File: src/rtl/kb_note_sequencer.sv
// kb_note_sequencer: PS/2 set-2 scan-code parser, 12-key note mapper with octave control,
// typematic suppression and a note-event FIFO. Optional KB_OCT_WRAP_EN makes octave stepping wrap.
`default_nettype none

module kb_note_sequencer #(
    parameter logic [7:0] OCT_UP_CODE = 8'h55,
    parameter logic [7:0] OCT_DN_CODE = 8'h4E,
    parameter logic [2:0] OCT_RESET   = 3'd4,
    parameter logic [2:0] OCT_MAX     = 3'd7,
    parameter int         EVT_DEPTH   = 4
) (
    input  logic        clk,
    input  logic        rst,
    input  logic [7:0]  scan_code,
    input  logic        scan_valid,
    output logic        evt_valid,
    input  logic        evt_ready,
    output logic [3:0]  evt_note,
    output logic [2:0]  evt_octave,
    output logic        evt_on,
    output logic [2:0]  octave,
    output logic [11:0] held_mask,
    output logic        evt_overflow
);

    localparam int AW = $clog2(EVT_DEPTH);
    localparam int CW = AW + 1;

    localparam logic [1:0] S_IDLE    = 2'd0;
    localparam logic [1:0] S_BRK     = 2'd1;
    localparam logic [1:0] S_EXT     = 2'd2;
    localparam logic [1:0] S_EXT_BRK = 2'd3;

    logic [1:0]  r_state, w_state_next;
    logic        w_do_make, w_do_break;
    logic [3:0]  w_note, w_idx;
    logic [2:0]  w_oct_up, w_oct_dn;
    logic [2:0]  r_note_oct [0:11];
    logic        r_push;
    logic [7:0]  r_push_data;
    logic [7:0]  r_mem [0:EVT_DEPTH-1];
    logic [AW-1:0] r_wr_ptr, r_rd_ptr;
    logic [CW-1:0] r_count, w_count_next;
    logic        w_pop, w_full, w_wr;

    // Z S X D C F V B H N J M  ->  F F# G G# A A# B C C# D D# E
    function automatic logic [3:0] key_note(input logic [7:0] code);
        case (code)
            8'h1A: key_note = 4'd1;
            8'h1B: key_note = 4'd2;
            8'h22: key_note = 4'd3;
            8'h23: key_note = 4'd4;
            8'h21: key_note = 4'd5;
            8'h2B: key_note = 4'd6;
            8'h2A: key_note = 4'd7;
            8'h32: key_note = 4'd8;
            8'h33: key_note = 4'd9;
            8'h31: key_note = 4'd10;
            8'h3B: key_note = 4'd11;
            8'h3A: key_note = 4'd12;
            default: key_note = 4'd0;
        endcase
    endfunction

    always_ff @(posedge clk or posedge rst) begin
        if (rst) r_state <= S_IDLE;
        else     r_state <= w_state_next;
    end

    always_comb begin
        w_state_next = r_state;
        if (scan_valid) begin
            case (r_state)
                S_IDLE:  if (scan_code == 8'hF0) w_state_next = S_BRK;
                         else if (scan_code == 8'hE0) w_state_next = S_EXT;
                S_BRK:   w_state_next = S_IDLE;
                S_EXT:   w_state_next = (scan_code == 8'hF0) ? S_EXT_BRK : S_IDLE;
                default: w_state_next = S_IDLE;
            endcase
        end
    end

    always_comb begin
        w_do_make  = 1'b0;
        w_do_break = 1'b0;
        if (scan_valid) begin
            w_do_make  = (r_state == S_IDLE) && (scan_code != 8'hF0) && (scan_code != 8'hE0);
            w_do_break = (r_state == S_BRK);
        end
    end

    assign w_note = key_note(scan_code);
    assign w_idx  = w_note - 4'd1;

`ifdef KB_OCT_WRAP_EN
    assign w_oct_up = (octave == OCT_MAX) ? 3'd0 : octave + 3'd1;
    assign w_oct_dn = (octave == 3'd0) ? OCT_MAX : octave - 3'd1;
`else
    assign w_oct_up = (octave == OCT_MAX) ? OCT_MAX : octave + 3'd1;
    assign w_oct_dn = (octave == 3'd0) ? 3'd0 : octave - 3'd1;
`endif

    // Key state and event staging; the staged event reaches the FIFO one cycle later.
    always_ff @(posedge clk or posedge rst) begin
        if (rst) begin
            held_mask   <= 12'd0;
            octave      <= OCT_RESET;
            r_push      <= 1'b0;
            r_push_data <= 8'd0;
            for (int i = 0; i < 12; i++) r_note_oct[i] <= 3'd0;
        end else begin
            r_push <= 1'b0;
            if (w_do_make) begin
                if (w_note != 4'd0) begin
                    if (!held_mask[w_idx]) begin
                        held_mask[w_idx]  <= 1'b1;
                        r_note_oct[w_idx] <= octave;
                        r_push            <= 1'b1;
                        r_push_data       <= {w_note, octave, 1'b1};
                    end
                end else if (scan_code == OCT_UP_CODE) begin
                    octave <= w_oct_up;
                end else if (scan_code == OCT_DN_CODE) begin
                    octave <= w_oct_dn;
                end
            end else if (w_do_break && (w_note != 4'd0) && held_mask[w_idx]) begin
                held_mask[w_idx] <= 1'b0;
                r_push           <= 1'b1;
                r_push_data      <= {w_note, r_note_oct[w_idx], 1'b0};
            end
        end
    end

    assign w_pop  = evt_valid && evt_ready;
    assign w_full = (r_count == CW'(EVT_DEPTH));
    assign w_wr   = r_push && (!w_full || w_pop);

    always_comb begin
        w_count_next = r_count;
        if (w_wr && !w_pop)      w_count_next = r_count + 1'b1;
        else if (!w_wr && w_pop) w_count_next = r_count - 1'b1;
    end

    always_ff @(posedge clk or posedge rst) begin
        if (rst) begin
            r_wr_ptr     <= '0;
            r_rd_ptr     <= '0;
            r_count      <= '0;
            evt_valid    <= 1'b0;
            evt_overflow <= 1'b0;
            for (int i = 0; i < EVT_DEPTH; i++) r_mem[i] <= 8'd0;
        end else begin
            if (w_wr) begin
                r_mem[r_wr_ptr] <= r_push_data;
                r_wr_ptr        <= r_wr_ptr + 1'b1;
            end
            if (w_pop) r_rd_ptr <= r_rd_ptr + 1'b1;
            if (r_push && !w_wr) evt_overflow <= 1'b1;
            r_count   <= w_count_next;
            evt_valid <= (w_count_next != '0);
        end
    end

    assign evt_note   = r_mem[r_rd_ptr][7:4];
    assign evt_octave = r_mem[r_rd_ptr][3:1];
    assign evt_on     = r_mem[r_rd_ptr][0];

endmodule

`default_nettype wire

File: config.mk
export PLATFORM = sky130hd
export DESIGN_NAME = kb_note_sequencer
export DESIGN_NICKNAME = d
export VERILOG_FILES = /design/src/rtl/kb_note_sequencer.sv
export SDC_FILE = /design/constraint.sdc
export NUM_CORES = 1
export LEC_CHECK = 0
export ABC_AREA = 1
export BUFFER_PORTS_ARGS = -buffer_cell sky130_fd_sc_hd__buf_2
export CORE_AREA = 10 10 147 149
export DETAILED_ROUTE_END_ITERATION = 8
export DIE_AREA = 0 0 157 159
export PLACE_DENSITY = 0.49
export SETUP_SLACK_MARGIN = 0.02
export SYNTH_ARGS = -nofsm -noshare
export SYNTH_HDL_FRONTEND = slang
export SYNTH_SLANG_ARGS = --single-unit
File: constraint.sdc
create_clock -name clk -period 7.2 [get_ports clk]
set_input_delay 0.36 -clock clk [delete_from_list [all_inputs] [get_ports clk]]
set_output_delay 0.36 -clock clk [all_outputs]
set_load 0.01 [all_outputs]
==> results.yml, run 1 <==
status:
  status: "finished clean"
grt:
  antenna_found_initial: 0
  grt-ovfl-total: 0
  grt_pass1_vias: 4436
  track_usage_pct: 11.4
  grt_pass1_wl_um: 23500
  grt_max_degree: 56
drt:
  drtIter0Drc: 352
  drt-met1-wl_um: 7100
  ant_nets: 0
  drc_errors: 0
  wl_met2_um: 6340
  via_count: 4563
  wl_per_cell_um: 14.2
  routed_wl_um: 14000
  vias_per_cell: 4.61
  top_layer_used: "met4"
  wl_met3_um: 456
  dr.pass1.iters: 5
timing:
  fmax_mhz: 296
  worst_pin_slew_ns: 0.840
  rsz0062_at_grt: "no"
  final_max_slew_viol_count: 0
  fin_ws_ns: 3.83
  setup_viol: 0
  hold_viol: 0
  min_period_ns: 3.37
  setup_tns_ns: 0
  clock_skew_ns: 0.00662
  slew_headroom_pct: 44.0
  min_period_over_period_pct: 46.8
synth:
  synth_edf_count: 0
  synth.distinct_cells: 37
  syn_inst: 726
  ys_seq_area_share_pct: 46.7
  synth_commonest_cells: "nand2_1, dfrtp_1, nand3_1"
  yosys.area.top_type_share_pct: 46.2
  yosysTopAreaCell: "dfrtp_1"
  synth_area_um2: 5520
  synthMostInstantiatedCell: "nand2_1"
  ys_ff_latch: 103
  yosysWarnings: 0
  synthFlopType: "dfrtp_1"
  syn_nets: 754
  async_reset_ff_share_pct: 100
  yosys-top-cells-area: "dfrtp_1, nand2_1, nand3_1"
  syn-mean-instance-area_um2: 7.60
die:
  die_w_um: 157
  core-area_um2: 18600
  die_area_um2: 25000
  core.rowCount: 50
  io_pins: 37
  fp.dieH_um: 159
  initial_core_util_pct: 29.7
clocking:
  path_clk_slew_ns: 0.07
  cts.path.max_buffers: 2
  cts_hold_buf: 0
  clockRootBuffer: "clkbuf_16"
  cts.sinks: 103
  htree_levels: 3
  cts_resized: 0
  tritoncts: "done"
  clk-insertion-delay-late_ns: 0.35
  cts_made_buffers: 9
  post_cts_buffers: 0
layout:
  fin_area_um2: 6180
  fin_cells: 989
  antenna_cells: 0
  nets: 778
  drive_gt1_share_pct: 11.4
  syn_to_final_growth_pct: 12.0
  fill_cells: 2003
placed_design:
  place.port_buffers: 36
  place_ws_ns: 3.45
  post_dp_cell_area_um2: 5870
  dp.final_hpwl_um: 9770
  gp_congestion: 0.839
  placedCellCount: 973
worst_setup_path:
  critPathMaxFanout: 41
  path_class: "input port to flop"
  startpoint_type: "input port"
  reg2regPathDepth: 10
  worst_ep_arrival_time_ns: 3.61
  worst_setup_path_end_kind: "flop"
  crit_start: "scan_code[7]"
  cp.required_ns: 7.44
  r2r-start: "r_state[1]$_DFFE_PP0P_"
  r2r_slack_ns: 4.74
  worstReg2RegEnd: "r_note_oct[28]$_DFFE_PP0P_"
flow_run:
  cap_violations: 0
power:
  leakage_nw: 3.15
  powerDensity_nw_per_um2: 273
  ir_drop_uv: 168
min_path:
  min_path_type: "input port to async pin"
## cell usage in the layout (no fill, tap or decap), types with 2 or more instances in the layout
master        n
a21oi_1       6
buf_2        36
buf_4         2
clkbuf_16     9
clkinvlp_4    2
dfrtp_1     102
ha_1         16
inv_1        59
inv_2         5
inv_4         2
inv_8         2
mux2_2        2
nand2_1     259
nand2_2       3
nand2_4       3
nand3_1      66
nand4_1       4
nor2_1       55
nor2_2        6
nor2_4        3
nor3_1        4
o211ai_1     11
o21ai_0      65
o21ai_1       3
o22ai_1       9
or2_2         4
xor2_1        3
## through the flow
| step | hold slack (ns) | power, W | utilization [%] |
|---|---|---|---|
| after floorplan | 0.434 | 0.00105 | - |
| after global placement | 0.459 | 0.00119 | 31.6 |
| after detailed placement | 0.459 | 0.00119 | 31.6 |
| after CTS | 0.107 | 0.00171 | 33.3 |
| after global routing | 0.136 | 0.00181 | 33.3 |
| final | 0.0893 | 0.00169 | 33.3 |
## where the power goes
group,internal (W),switching (W)
Clock,0.000285,0.000235
Combinational,0.000150,0.000268
Sequential,0.000690,0.0000618
## cell type report
class                   count  area, um2  area share (%)
clock inverters             6       76.3            1.23
inverters                  67        256            4.15
multi-input cells         531       2550            41.2
well taps                 234        293            4.73
clock buffers              10        239            3.86
repair buffers             38        195            3.16
flip-flops and latches    103       2580            41.7
## worst max-delay path, stage by stage
cell	delay (ns)
buf_2	0.10
inv_1	0.05
nand2_1	0.15
nor2_4	0.06
nand2_1	0.11
nand2_2	0.08
nor2_4	0.17
nand2_4	0.27
ha_1	0.73
clkinv_1	0.44
nand3_1	0.20
nand2_1	0.07
nand2_1	0.10
nand4_1	0.15
nand2_4	0.34
nand2_1	0.10
nand2_1	0.07
nand2_1	0.04
## how the worst max path moves through the flow
stage | cells past startpoint | to
final | 18 | flop
after global routing | 18 | flop
after CTS | 18 | flop
after detailed placement | 18 | flop
after global placement | 18 | flop
after floorplan | 1 | async pin
## cells by family (layout without fill, tap and decap cells)
group | count (synthesis) | count (layout) | synth area share, %
mux | 2 | 2 | 0.408
simple gates | 411 | 411 | 31.6
compound gates | 99 | 99 | 10.0
fa+ha+maj | 16 | 16 | 3.63
buf+inv | 92 | 121 | 7.16
xor+xnor | 3 | 3 | 0.476
flops | 103 | 103 | 46.7
## metal layers
| metal | GRT usage, % | up-vias |
|---|---|---|
| met2 | 17.7 | 61 |
| met5 | 0 | - |
| met4 | 2.88 | 0 |
| met3 | 2.43 | 6 |
| met1 | 15.8 | 2122 |
| li1 | - | 2374 |
(Power assumes the default switching activity.)
==> run 2, diff against run 1 <==
==> constraint.sdc (replaced) <==
create_clock -name clk -period 3.2 [get_ports clk]
set_input_delay 0.16 -clock clk [delete_from_list [all_inputs] [get_ports clk]]
set_output_delay 0.16 -clock clk [all_outputs]
set_load 0.01 [all_outputs]
==> run 2 against run 1 <==
Compared with the run above: count of clock-buffer cells in the layout increased by 1; cell count up 0.51%; global-route usage up 0.29 points; flip-flop and latch count unchanged; sequential share of layout area down 0.29 points; die area did not move; via count rose by 0.57%; largest cell class unchanged.
==> results.yml, run 2 (synthesis gave the netlist of run 1 again) <==
worst_setup_path:
  path_class: "input port to flop"
  cp.required_ns: 3.44
  critPathMaxFanout: 48
  worst_setup_path_end_kind: "flop"
  startpoint_type: "input port"
  worst_ep_arrival_time_ns: 2.89
drt:
  drc_errors: 0
  ant_nets: 0
  dr.pass1.iters: 5
  wl_per_cell_um: 14.2
  routed_wl_um: 14100
  drtIter0Drc: 299
  via_count: 4589
  vias_per_cell: 4.62
min_path:
  min_path_type: "input port to flop"
timing:
  min_period_over_period_pct: 82.8
  worst_pin_slew_ns: 0.838
  clock_skew_ns: 0.00808
  hold_viol: 0
  fmax_mhz: 378
  setup_viol: 0
  slew_headroom_pct: 44.1
  min_period_ns: 2.65
  final_max_slew_viol_count: 0
  setup_tns_ns: 0
  rsz0062_at_grt: "no"
grt:
  track_usage_pct: 11.7
  grt_pass1_wl_um: 23700
  grt-ovfl-total: 0
  grt_pass1_vias: 4490
  grt.busiest_layer: "met2"
  grt_max_degree: 61
  grt_use_met2_pct: 18.0
  gr-usage-met3_pct: 2.86
  antenna_found_initial: 0
  grtUsageMet1_pct: 15.9
layout:
  layout_commonest_cell: "nand2_1"
  drive_gt1_share_pct: 11.7
  syn_to_final_growth_pct: 12.8
  multi_input_comb_area_um2: 2550
  antenna_cells: 0
  fin_area_um2: 6230
  seq_area_um2: 2580
  nets: 783
  final_cell_mix: "nand2_1, dfrtp_1, nand3_1"
  utilization_pct: 33.5
  fill_cells: 1982
die:
  io_pins: 37
  die_area_um2: 25000
  initial_core_util_pct: 29.7
  fp.dieH_um: 159
  core-area_um2: 18600
  core.rowCount: 50
  die_w_um: 157
power:
  power_frac_seq_pct: 45.7
  power_switching_w: 0.00125
  p_int_w: 0.00252
  p_clk_share_pct: 30.3
  ir_drop_uv: 309
  leakage_nw: 3.17
  switching_share_pct: 33.2
  powerDensity_nw_per_um2: 606
  pwr-share-comb_pct: 24.0
clocking:
  cts_made_buffers: 9
  cts.path.max_buffers: 2
  path_clk_slew_ns: 0.07
  post_cts_buffers: 0
  cts_resized: 0
  clk-insertion-delay-late_ns: 0.35
  cts.sinks: 103
  clockRootBuffer: "clkbuf_16"
  htree_levels: 3
  tritoncts: "done"
placed_design:
  gp_congestion: 0.801
  post_dp_cell_area_um2: 5910
  dp.final_hpwl_um: 9810
  place.port_buffers: 36
status:
  status: "finished clean"
flow_run:
  cap_violations: 0
==> run 2: changes by cell type in the layout (fill, tap and decap cells not counted), sizes merged <==
cell	delta
clkinvlp	-1
dlygate4sd3	+1
clkbuf	+1
buf	+4
==> run 2: power groups by stage <==
| stage | Combinational [W] | Clock, W | Sequential (W) |
|---|---|---|---|
| 6_report | 0.000905 | 0.00114 | 0.00173 |
| 3_5_place_dp | 0.000925 | 0 | 0.00175 |
| 4_1_cts | 0.000927 | 0.00119 | 0.00173 |
| 5_1_grt | 0.00108 | 0.00123 | 0.00177 |
| 2_1_floorplan | 0.000682 | 0 | 0.00168 |
| 3_3_place_gp | 0.000921 | 0 | 0.00175 |
==> run 2: through the flow <==
stage / power (W) / setup slack (ns) / std cells / hold WS [ns]
2_1_floorplan: 0.00236 / 0.338 / 726 / 0.310
3_3_place_gp: 0.00267 / 0.224 / 977 / 0.369
3_5_place_dp: 0.00268 / 0.208 / 977 / 0.366
4_1_cts: 0.00385 / 0.584 / 994 / 0.0421
5_1_grt: 0.00408 / 0.264 / 994 / 0.0777
6_report: 0.00377 / 0.552 / 994 / 0.0563
==> run 2: layout make-up <==
type                    count  area share, %
clock buffers              11           3.90
clock inverters             5           1.02
inverters                  67           4.12
multi-input cells         531           40.9
flip-flops and latches    103           41.4
well taps                 234           4.70
repair buffers             43           3.98
==> run 2: worst max-delay path: stages <==
cell     delay [ns]
buf_2          0.12
nor2_1         0.20
nand3_1        0.17
nor2_1         0.21
nor2_4         0.10
nand2_4        0.14
inv_1          0.07
ha_1           0.19
nand3_1        0.10
nand2_1        0.11
nor2_2         0.25
nand2_1        0.15
nand3_2        0.12
nand2_4        0.07
inv_4          0.33
nand2_1        0.20
nand2_1        0.10
nand2_1        0.05
==> run 2: worst paths after layout <==
path | depth (start not counted) | endpoint | start | slack (ns)
max in group asynchronous | 4 | octave[2]$_DFFE_PP1P_ | rst | 1.91
min in group asynchronous | 3 | r_count[1]$_DFF_PP0_ | rst | 0.51
max reg2reg | 10 | r_note_oct[34]$_DFFE_PP0P_ | r_state[1]$_DFFE_PP0P_ | 0.69
max | 18 | r_note_oct[34]$_DFFE_PP0P_ | scan_code[6] | 0.55
min reg2reg | 2 | r_note_oct[16]$_DFFE_PP0P_ | r_note_oct[16]$_DFFE_PP0P_ | 0.47
min | 3 | r_rd_ptr[0]$_DFFE_PP0P_ | evt_ready | 0.06
==> run 2: metal layers <==
layer	vias to the layer above	part of all wire (%)	wire length (um)
li1	2383	-	-
met2	65	45	6400
met1	2125	49	6990
met3	16	3.8	537
met5	-	0	0
met4	0	1.4	191
==> run 2: timing repair <==
item,in CTS,in global routing
endpoints found under the hold margin,59,0
hold buffers,1,0
setup endpoints to repair,0,0
==> run 3, diff against run 2 <==
--- a/config.mk
+++ b/config.mk
@@ -10,7 +10,7 @@
 export CORE_AREA = 10 10 147 149
 export DETAILED_ROUTE_END_ITERATION = 8
 export DIE_AREA = 0 0 157 159
-export PLACE_DENSITY = 0.49
+export PLACE_DENSITY = 0.5
 export SETUP_SLACK_MARGIN = 0.02
 export SYNTH_ARGS = -nofsm -noshare
 export SYNTH_HDL_FRONTEND = slang
==> constraint.sdc (replaced) <==
create_clock -name clk -period 2.43 [get_ports clk]
set_input_delay 0.1215 -clock clk [delete_from_list [all_inputs] [get_ports clk]]
set_output_delay 0.1215 -clock clk [all_outputs]
set_load 0.01 [all_outputs]
==> run 3 against run 2 <==
Compared with the run above: clock skew up 0.0035 ns; combinational power up 40%; utilization up 2.2 points; critical path depth down 8; power up 30%; non-clock buffer count up 49; register-to-register slack worse by 0.41 ns; die area unchanged; global-route usage about the same; count of clock-buffer cells in the layout down 1.
==> results.yml, run 3 (synthesis gave the netlist of run 1 again) <==
status:
  status: "finished clean"
timing:
  rsz0062_at_grt: "no"
  min_period_ns: 2.15
  fmax_mhz: 465
  hold_viol: 0
  setup_tns_ns: 0
  worst_pin_slew_ns: 0.777
  min_period_over_period_pct: 88.4
  final_max_slew_viol_count: 0
  clock_skew_ns: 0.0116
  setup_viol: 0
  slew_headroom_pct: 48.1
grt:
  antenna_found_initial: 0
  grt_max_degree: 37
  grt_pass1_wl_um: 23900
  grt_pass1_vias: 4639
  track_usage_pct: 11.7
  grt-ovfl-total: 0
worst_setup_path:
  worst_ep_arrival_time_ns: 2.39
  crit_slowest_cell: "dfrtp_1"
  critPathBufInv: 1
  path_class: "flop to flop"
  worst_setup_path_end_kind: "flop"
  startpoint_type: "flop"
  max_stage_delay_ns: 0.41
  cp_top_family: "simple AND/OR/NAND/NOR gates"
  cp_cell_sequence: "nor2_1 > nand2_1 > nor2_2 > inv_1 > nor2_1 > nand2_4 > nand2_4 > nand2_1 > nand2_1 > nand2_1"
  critPathMaxFanout: 33
  cp.required_ns: 2.67
  cp_common_cell: "nand2_1"
clocking:
  clk-insertion-delay-late_ns: 0.35
  path_clk_slew_ns: 0.07
  post_cts_buffers: 0
  cts.sinks: 103
  htree_levels: 3
  cts_made_buffers: 9
  tritoncts: "done"
  clockRootBuffer: "clkbuf_16"
  cts.path.max_buffers: 2
placed_design:
  gp_congestion: 0.827
  post_dp_cell_area_um2: 6340
  place.port_buffers: 36
  dp.final_hpwl_um: 10400
drt:
  via_count: 4789
  ant_nets: 0
  drc_errors: 0
  vias_per_cell: 4.59
  dr.pass1.iters: 5
  wl_per_cell_um: 13.7
  routed_wl_um: 14300
  drtIter0Drc: 266
die:
  initial_core_util_pct: 29.7
  die_w_um: 157
  core-area_um2: 18600
  fp.dieH_um: 159
  core.rowCount: 50
  io_pins: 37
  die_area_um2: 25000
layout:
  nets: 832
  antenna_cells: 0
  final_cell_mix: "nand2_1, dfrtp_1, nand3_1"
  layout_commonest_cell: "nand2_1"
  seq_area_um2: 2580
  multi_input_comb_area_um2: 2560
  syn_to_final_growth_pct: 20.3
  utilization_pct: 35.7
  fill_cells: 1979
  drive_gt1_share_pct: 17.4
  fin_area_um2: 6640
power:
  ir_drop_uv: 349
  leakage_nw: 3.42
  powerDensity_nw_per_um2: 740
  power.total_w: 0.00491
min_path:
  min_path_type: "input port to flop"
flow_run:
  cap_violations: 0
-- run 3: changes by cell type in the layout (fill, tap and decap cells not counted), sizes merged --
cell / delta
clkbuf: -1
clkinv: +1
buf: +49
clkinvlp: +2
bufinv: -1
inv: -1
-- run 3: layer usage --
layer | GRT usage, % | up-vias | wire length (um)
li1 | - | 2475 | -
met1 | 16.2 | 2223 | 7100
met2 | 18.4 | 80 | 6510
met3 | 2.48 | 11 | 589
met4 | 2.45 | 0 | 117
met5 | 0 | - | 0
-- run 3: through the flow --
stage	cells	hold slack, ns	worst slack [ns]
floorplan	726	0.271	0.0592
global placement	1026	0.299	-0.0521
detailed placement	1026	0.313	-0.0695
CTS	1043	0.0220	0.0378
global route	1043	0.0409	0.0542
finish	1043	0.0359	0.281
-- run 3: worst min-delay path: cells and delay by family --
family	cells	cell delay, ns
AO/OA/AOI/OAI	1	0.06
buffers and inverters	1	0.09
AND/OR/NAND/NOR	1	0.08
-- run 3: final timing paths --
check	slack, ns	startpoint	cells after the start	endpoint
max in group asynchronous	1.29	rst	4	octave[2]$_DFFE_PP1P_
setup / recovery	0.28	r_state[1]$_DFFE_PP0P_	10	flop
min in group asynchronous	0.46	rst	3	r_push_data[7]$_DFFE_PP0P_
hold / removal	0.04	evt_ready	3	r_rd_ptr[0]$_DFFE_PP0P_
setup reg to reg	0.28	r_state[1]$_DFFE_PP0P_	10	flop
hold reg to reg	0.47	r_note_oct[19]$_DFFE_PP0P_	2	r_note_oct[19]$_DFFE_PP0P_
-- run 3: repair_timing --
action,4_1_cts,5_1_grt
hold buffers,1,0
gates resized for setup,0,1
endpoints found under the setup margin,0,57
hold endpoints to repair,32,0
-- run 3: cell type report --
cell class	count	area share (%)
clock buffers	10	3.45
clock inverters	6	0.792
inverters	67	3.90
multi-input cells	531	38.6
flip-flops and latches	103	38.8
well taps	234	4.41
repair buffers	92	10.0
-- run 3: power by group --
group / internal [W] / switching (W)
registers: 0.00205 / 0.000193
logic: 0.000483 / 0.000792
clock network: 0.000711 / 0.000688
